**src/rtl/evt_pkg.sv**
```systemverilog
// Shared types and default widths for the event-burst generator and its timer.
package evt_pkg;

    localparam int EVT_COUNT_W  = 16;
    localparam int EVT_PERIOD_W = 32;

    typedef enum logic [1:0] {
        IDLE,
        PULSE,
        WAIT,
        DONE
    } evt_gen_state_t;

    typedef struct packed {
        logic evt;
        logic busy;
        logic done;
    } evt_outs_t;

    // Moore output decode; evaluated on the next state so the outputs can be registered.
    function automatic evt_outs_t evt_decode(input evt_gen_state_t st);
        evt_outs_t o;
        o.evt  = (st == PULSE);
        o.busy = (st == PULSE) || (st == WAIT);
        o.done = (st == DONE);
        return o;
    endfunction

endpackage

```
**src/rtl/evt_period_timer.sv**
```systemverilog
// Loadable down-counter that measures the idle gap between two pulses.
module evt_period_timer
    import evt_pkg::*;
#(
    parameter int WIDTH = EVT_PERIOD_W
) (
    input  logic             clk_in,
    input  logic             rst_in,
    input  logic             load_in,
    input  logic             dec_in,
    input  logic [WIDTH-1:0] value_in,
    output logic             zero_out
);

    logic [WIDTH-1:0] count_q;

    // NOTE: sequential state is written with non-blocking assignments only, so every
    // flop samples the pre-edge values no matter how the blocks are ordered.
    always_ff @(posedge clk_in) begin
        if (rst_in) begin
            count_q <= '0;
        end else if (load_in) begin
            count_q <= value_in;
        end else if (dec_in && (count_q != '0)) begin
            count_q <= count_q - WIDTH'(1);
        end
    end

    assign zero_out = (count_q == '0);

endmodule

```
**src/rtl/evt_burst_gen.sv**
```systemverilog
// Burst generator: emits N one-cycle pulses spaced P cycles apart, then a done strobe.
module evt_burst_gen
    import evt_pkg::*;
#(
    parameter int COUNT_WIDTH  = EVT_COUNT_W,
    parameter int PERIOD_WIDTH = EVT_PERIOD_W
) (
    input  logic                    clk_in,
    input  logic                    rst_in,
    input  logic                    start_in,
    input  logic [COUNT_WIDTH-1:0]  count_in,
    input  logic [PERIOD_WIDTH-1:0] period_in,
    input  logic                    abort_in,
    output logic                    evt_out,
    output logic                    busy_out,
    output logic                    done_out,
    output logic [COUNT_WIDTH-1:0]  sent_out
);

    evt_gen_state_t          state_q;
    evt_outs_t               outs_q;
    logic [COUNT_WIDTH-1:0]  count_q;
    logic [COUNT_WIDTH-1:0]  sent_q;
    logic [COUNT_WIDTH-1:0]  sent_inc;
    logic [PERIOD_WIDTH-1:0] period_q;
    logic [PERIOD_WIDTH-1:0] gap_load;
    logic                    last_pulse;
    logic                    single_period;
    logic                    to_wait;
    logic                    in_wait;
    logic                    timer_zero;

    assign sent_inc      = sent_q + COUNT_WIDTH'(1);
    assign last_pulse    = (sent_inc == count_q);
    assign single_period = (period_q == PERIOD_WIDTH'(1));
    assign in_wait       = (state_q == WAIT);
    // The WAIT state covers P-1 cycles, with a zero count meaning "last gap cycle".
    assign gap_load      = period_q - PERIOD_WIDTH'(2);
    assign to_wait       = (state_q == PULSE) && !abort_in && !last_pulse && !single_period;

    evt_period_timer #(
        .WIDTH (PERIOD_WIDTH)
    ) u_timer (
        .clk_in   (clk_in),
        .rst_in   (rst_in),
        .load_in  (to_wait),
        .dec_in   (in_wait),
        .value_in (gap_load),
        .zero_out (timer_zero)
    );

    always_ff @(posedge clk_in) begin
        if (rst_in) begin
            state_q  <= IDLE;
            outs_q   <= '0;
            count_q  <= '0;
            period_q <= '0;
            sent_q   <= '0;
        end else begin
            case (state_q)
                IDLE: begin
                    if (start_in) begin
                        count_q  <= count_in;
                        period_q <= (period_in == '0) ? PERIOD_WIDTH'(1) : period_in;
                        sent_q   <= '0;
                        if (count_in == '0) begin
                            state_q <= DONE;
                            outs_q  <= evt_decode(DONE);
                        end else begin
                            state_q <= PULSE;
                            outs_q  <= evt_decode(PULSE);
                        end
                    end
                end
                PULSE: begin
                    sent_q <= sent_inc;
                    if (abort_in || last_pulse) begin
                        state_q <= DONE;
                        outs_q  <= evt_decode(DONE);
                    end else if (single_period) begin
                        state_q <= PULSE;
                        outs_q  <= evt_decode(PULSE);
                    end else begin
                        state_q <= WAIT;
                        outs_q  <= evt_decode(WAIT);
                    end
                end
                WAIT: begin
                    if (abort_in) begin
                        state_q <= DONE;
                        outs_q  <= evt_decode(DONE);
                    end else if (timer_zero) begin
                        state_q <= PULSE;
                        outs_q  <= evt_decode(PULSE);
                    end
                end
                DONE: begin
                    state_q <= IDLE;
                    outs_q  <= evt_decode(IDLE);
                end
                default: begin
                    state_q <= IDLE;
                    outs_q  <= evt_decode(IDLE);
                end
            endcase
        end
    end

    assign evt_out  = outs_q.evt;
    assign busy_out = outs_q.busy;
    assign done_out = outs_q.done;
    assign sent_out = sent_q;

endmodule

```
**config.mk**
```make
export PLATFORM = sky130hd
export DESIGN_NAME = evt_burst_gen
export DESIGN_NICKNAME = d
export VERILOG_FILES = /design/src/rtl/evt_pkg.sv /design/src/rtl/evt_period_timer.sv /design/src/rtl/evt_burst_gen.sv
export SDC_FILE = /design/constraint.sdc
export NUM_CORES = 1
export LEC_CHECK = 0
export CAP_MARGIN = 20
export CORE_ASPECT_RATIO = 1.5
export CORE_UTILIZATION = 40
export CTS_CLUSTER_DIAMETER = 200
export DETAILED_ROUTE_END_ITERATION = 6
export PLACE_DENSITY = 0.63
export SETUP_SLACK_MARGIN = 0.02
export SLEW_MARGIN = 20
export SYNTH_ARGS = -nofsm -noshare
export SYNTH_HDL_FRONTEND = slang
export SYNTH_SLANG_ARGS = --single-unit
```
**constraint.sdc**
```tcl
create_clock -name clk_in -period 3.4 [get_ports clk_in]
set_input_delay 0.51 -clock clk_in [delete_from_list [all_inputs] [get_ports clk_in]]
set_output_delay 0.51 -clock clk_in [all_outputs]
set_load 0.005 [all_outputs]
```
; ---- After elaboration in Yosys (flattened, before gate mapping)
; Index checks and enable logic that the tools add are counted.
[word_totals]
reg_bits = 101
elab_cells = 55
[classes]
n_addsub = 3
mux = 19
n_eq_ne = 7
reduce_logical = 18
[op_table]
columns = operator, count
row1 = $mux 32, 3
row2 = $logic_not 32->1, 2
row3 = $eq 32x1->1 const B, 1
row4 = $pmux 16 s2, 1
row5 = $reduce_bool 32->1, 1
row6 = $sub 32x1->32 const B, 1
row7 = $sub 32x2->32 const B, 1
row8 = $mux 3, 6
row9 = $add 16x1->16 const B, 1
row10 = $eq 16x16->1, 1
row11 = $logic_not 16->1, 1
row12 = $mux 16, 1
row13 = $mux 2, 6
row14 = $pmux 3 s4, 1
row15 = $pmux 2 s4, 1
row16 = $reduce_and 2->1, 3
row17 = $eq 2x2->1 const B, 2
row18 = $logic_and 1x1->1, 4
row19 = $reduce_bool 2->1, 2
row20 = $logic_not 1->1, 3
row21 = $ne 3x3->1 const B, 1
row22 = $eq 2x1->1 const B, 1
row23 = $logic_not 2->1, 1
row24 = $ne 2x2->1 const B, 1
row25 = $logic_or 1x1->1, 1

; ---- Logic depth before layout (Yosys ltp)
; Gate-level depths: netlist (run 1).
[depth]
ltp_word = 6
depth_mapped = 10

; ---- Hierarchy
; From an unflattened synthesis (run 1), not the netlist that was laid out.
[unflattened]
cells_unflattened = 772
hier_area_um2 = 5948.2
[by_module_without_submodules]
columns = module, seq_area_each_um2, cells_per_inst, area_each_um2, n_inst
row1 = evt_burst_gen, 1381.3, 539, 3955.0, 1
row2 = evt_period_timer, 640.6, 233, 1993.2, 1

; ---- Worst setup path before layout (run 1)
; Ideal clock, no wire load.
[synth_path]
path_kind = flip-flop to flip-flop
start = register sent_q[0], in the netlist sent_out[0]
end = register u_timer.count_q[0]
setup_time_ps = 132
n_path_buf = 2
slack_ps = 628
stages_incl_launch_ff = 11
required_ps = 3268
synth_period_minus_slack_ps = 2772
t_arrival_ps = 2640
path_cell_list = dfxtp_1 -> ha_1 -> nand3_1 -> o21ai_0 -> o31ai_1 -> or4_4 -> or4_1 -> buf_2 -> buf_6 -> a32oi_1 -> a21oi_1
[synth_via]
elab_chain_cells = 6
word_cells_on_any_way = 7
[synth_rtl]
columns = element, line_no
row1 = "start, declared", evt_burst_gen.sv:23  ; logic [COUNT_WIDTH-1:0] sent_q;
row2 = "start signal, assigned", evt_burst_gen.sv:76  ; sent_q <= sent_inc;
row3 = $add 16x1->16 *, evt_burst_gen.sv:33  ; assign sent_inc = sent_q + COUNT_WIDTH'(1);
row4 = $eq 16x16->1 *, evt_burst_gen.sv:34  ; assign last_pulse = (sent_inc == count_q);
row5 = $logic_not 1->1 *, evt_burst_gen.sv:39  ; assign to_wait = (state_q == PULSE) && !abort_in && !last_pulse && !single_period;
row6 = $logic_and 1x1->1 * (2 in a row), evt_burst_gen.sv:39
row7 = $mux 32 / $reduce_bool 2->1 (equally long branches), -
row8 = "end signal, assigned", evt_period_timer.sv:23  ; count_q <= value_in;
row9 = "end signal, assigned", evt_period_timer.sv:25  ; count_q <= count_q - WIDTH'(1);
row10 = "end, declared", evt_period_timer.sv:15  ; logic [WIDTH-1:0] count_q;
; Every way passes the cells marked *; elsewhere a longest branch is shown, timed or not.
; A chain may end at the register's enable or synchronous reset.

; ---- Worst setup path after layout (run 1)
[layout_path]
start = register sent_q[1], in the netlist sent_out[1]
end = register u_timer.count_q[22]
; The elaborated chain is that of the path after synthesis.

==> out/metrics.cfg, run 1 <==
[outcome]
status=completed

[synthesis]
ys_types=61
syn_inst=731
synth-edff-count=0
synth_nets=786
synth_area_mm2=0.00567
synthAdderAreaFrac_pct=0.662
synth_mux_area_share_pct=0
postSynthAreaPerCell_um2=7.76
synth_top_family_by_area=simple AND/OR/NAND/NOR gates
synth_warnings=0
ys_seq_area_share_pct=35.6
async_flop_share_pct=0
synthFlopType=dfxtp_1
synth-seq-cells=101
synth_xor_area_share_pct=11.0
synth_compound_area_share_pct=19.0
yosys.area_share.simple_pct=29.7

[clocking]
clockRootBuffer=clkbuf_16
clk_pin_slew_worst_paths_ns=0.07
cts_hold_buffers=0
numClockSinks=101
cts_htree_levels=3
clk_latency_ns=0.35
post_cts_buffers=0
cts_resized=0
clockBufferDepth=2
cts_tree=yes
cts_made_buffers=9

[sta]
hold_viol=0
max_freq_ghz=0.320
fin_skew_ns=0.0103
drv_slew=0
worst_slew_pin_slew_ns=0.849
min_period_over_period_pct=92.0
relSlewSlack_pct=43.2
rsz0062_at_grt=false
final.min_clock_period_ns=3.13
setup_viol_count_final=0
finalSetupTns_ns=0

[grt]
grt_antenna_before_repair=0
grt_max_degree=54
grt_use_total_pct=22.9
grt_pass1_wl_um=26800
grt_pass1_vias=5412
grt_overflow=0

[flow_run]
maxCapViolations=0

[place]
port_buffers=70
routabilityCongestion=0.881
dp_hpwl_um=11800
dp.cells=934

[drt]
dr_total_vias=5600
wl_per_cell_um=17.3
viasPerCell=5.89
drc=0
first_pass_iters=5
drtIter0Drc=295
wirelength_um=16500
ant_nets=0

[floorplanning]
die_y_um=148
ioPinCount=71
num_rows=52
initial_core_util_pct=41.5
dieArea_mm2=0.0147
die_width_um=99.2
core_area_mm2=0.0137

[worst_setup_path]
worst_setup_path_start_kind=register
crit_arrival_ns=3.33
cp_cell_sequence=ha_1, nand3_1, nor3_1, xnor2_1, o311ai_1, or4_1, buf_4, nand2_2, a211oi_1
path_buf_inv=1
critPathMaxFanout=18
cp_slowest_stage_delay_ns=0.52
cp_top_family=simple AND/OR/NAND/NOR gates
end_kind=register
required_ns=3.60
crit_slowest_cell=or4_1
path_class=reg2reg

[power]
power_leakage_nw=2.36
ir_drop_uv=273
powerDensity_mw_per_mm2=528

[cells_and_area]
seq_area_mm2=0.00202
multi_input_comb_area_mm2=0.00344
antenna_cells=0
stdcell_count=950
nets=838
n_fill_cell=1362
drive_gt1_share_pct=5.84
area_delta_synth_final_pct=19.3

[worst_hold_path]
hp-class=reg2reg

[synth_stat cells (3+ instances only)]
master    count  share of area (%)
a211oi_1     18                2.4
and2_1        4               0.44
nand3b_1      3               0.40
o31ai_1       7               0.93
or3_1        10                1.1
and3_1        7               0.77
xnor2_1      46                7.1
nor2_1       53                3.5
nand4_1       8               0.88
ha_1          3               0.66
xor2_1       25                3.9
inv_1         7               0.46
nor2b_1       5               0.55
or4_1         9                1.2
clkbuf_1     28                1.9
o31a_1        4               0.62
o211ai_1      7               0.93
a21oi_1      83                7.3
nor4b_1       5               0.77
nor3b_1       3               0.40
o21ai_0      22                1.9
nand3_1      23                2.0
dfxtp_1     101                 36
a31oi_1       9               0.99
a311oi_1      6               0.93
nor3_1       32                2.8
buf_2         8               0.71
nor4_1       27                3.0
nand2_1     121                8.0
buf_4         4               0.53
[cell families (layout without fill, tap and decap cells)]
kind of cell    count (synthesis)  in the layout
simple gates                  331            331
compound gates                175            175
flops                         101            101
xor+xnor                       71             71
buf+inv                        50            107
fa+ha+maj                       3              3
[worst register-to-register path, stage by stage (launching register included)]
cell and delay (ns):
dfxtp_1 0.42, ha_1 0.30, nand3_1 0.24, nor3_1 0.42
xnor2_1 0.22, o311ai_1 0.21, or4_1 0.52, buf_4 0.22
nand2_2 0.30, a211oi_1 0.13
[state kept, by name, indices dropped and copies added (netlist names)]
register	cells
count_q	16
done_out	1
period_q	32
busy_out	1
state_q	2
u_timer.count_q	32
sent_out	16
evt_out	1
[final timing paths]
check | slack (ns) | depth (start not counted) | end | from
hold / removal | 0.47 | 2 | count_q[9]$_SDFFE_PP0P_ | count_q[9]$_SDFFE_PP0P_
setup reg to reg | 0.27 | 9 | u_timer.count_q[22]$_SDFFE_PP0P_ | sent_out[1]$_SDFFE_PP0P_
hold reg to reg | 0.47 | 2 | count_q[9]$_SDFFE_PP0P_ | count_q[9]$_SDFFE_PP0P_
setup / recovery | 0.27 | 9 | u_timer.count_q[22]$_SDFFE_PP0P_ | sent_out[1]$_SDFFE_PP0P_
[where the power goes]
group / switching, W / leakage, nW / internal, W
Clock: 0.000471 / 0.136 / 0.000519
Sequential: 0.000134 / 0.826 / 0.00131
Combinational: 0.000669 / 1.40 / 0.000471
Total: 0.00127 / 2.36 / 0.00230
[stage by stage]
step	hold WS (ns)	util [%]	total power (W)	instance area, um^2	worst slack, ns
5_1_grt	0.499	49.5	0.00376	6770	0.0890
3_3_place_gp	0.460	47.5	0.00258	6490	0.397
2_1_floorplan	0.448	-	0.00225	5670	0.628
3_5_place_dp	0.462	47.5	0.00260	6490	0.336
6_report	0.469	49.5	0.00357	6770	0.271
4_1_cts	0.472	49.5	0.00358	6770	0.331
[cells in the final DEF (no fill, tap or decap), types with 10 or more instances in the layout]
cell,Yosys,final
clkdlybuf4s50_1,0,69
nor2_1,53,52
buf_4,4,14
a211oi_1,18,18
o21ai_0,22,22
xnor2_1,46,46
nand2_1,121,121
nand3_1,23,22
or3_1,10,10
xor2_1,25,25
nor3_1,32,32
a21oi_1,83,83
nor4_1,27,27
dfxtp_1,101,101
[cell type report]
| type | count | share of cell area [%] |
|---|---|---|
| Clock buffer | 11 | 3.59 |
| Clock inverter | 5 | 0.518 |
| Inverter | 7 | 0.388 |
| Multi-Input combinational cell | 580 | 50.8 |
| Sequential cell | 101 | 29.9 |
| Tap cell | 162 | 3.00 |
| Timing Repair Buffer | 84 | 11.8 |
[metal layers]
metal  part of all wire (%)  global-route usage (%)  vias to the layer above
li1                       -                       -                     2743
met3                    4.4                    3.22                       33
met2                     52                    41.4                      153
met1                     40                    26.5                     2671
met5                      0                       0                        -
met4                    3.3                    10.3                        0
Power figures use the tool's default switching activity.
==> run 2, diff against run 1 <==
--- a/config.mk
+++ b/config.mk
@@ -5,13 +5,12 @@
 export SDC_FILE = /design/constraint.sdc
 export NUM_CORES = 1
 export LEC_CHECK = 0
-export CAP_MARGIN = 20
+export CAP_MARGIN = 30
 export CORE_ASPECT_RATIO = 1.5
 export CORE_UTILIZATION = 40
 export CTS_CLUSTER_DIAMETER = 200
 export DETAILED_ROUTE_END_ITERATION = 6
 export PLACE_DENSITY = 0.63
-export SETUP_SLACK_MARGIN = 0.02
 export SLEW_MARGIN = 20
 export SYNTH_ARGS = -nofsm -noshare
 export SYNTH_HDL_FRONTEND = slang
==> results of run 2 <==
Same layout as run 1: the final DEF is identical, and so are final timing and power.
==> run 3, diff against run 2 <==
--- a/config.mk
+++ b/config.mk
@@ -5,7 +5,7 @@
 export SDC_FILE = /design/constraint.sdc
 export NUM_CORES = 1
 export LEC_CHECK = 0
-export CAP_MARGIN = 30
+export CAP_MARGIN = 20
 export CORE_ASPECT_RATIO = 1.5
 export CORE_UTILIZATION = 40
 export CTS_CLUSTER_DIAMETER = 200
==> results of run 3 <==
Same layout as run 1: the final DEF is identical, and so are final timing and power.
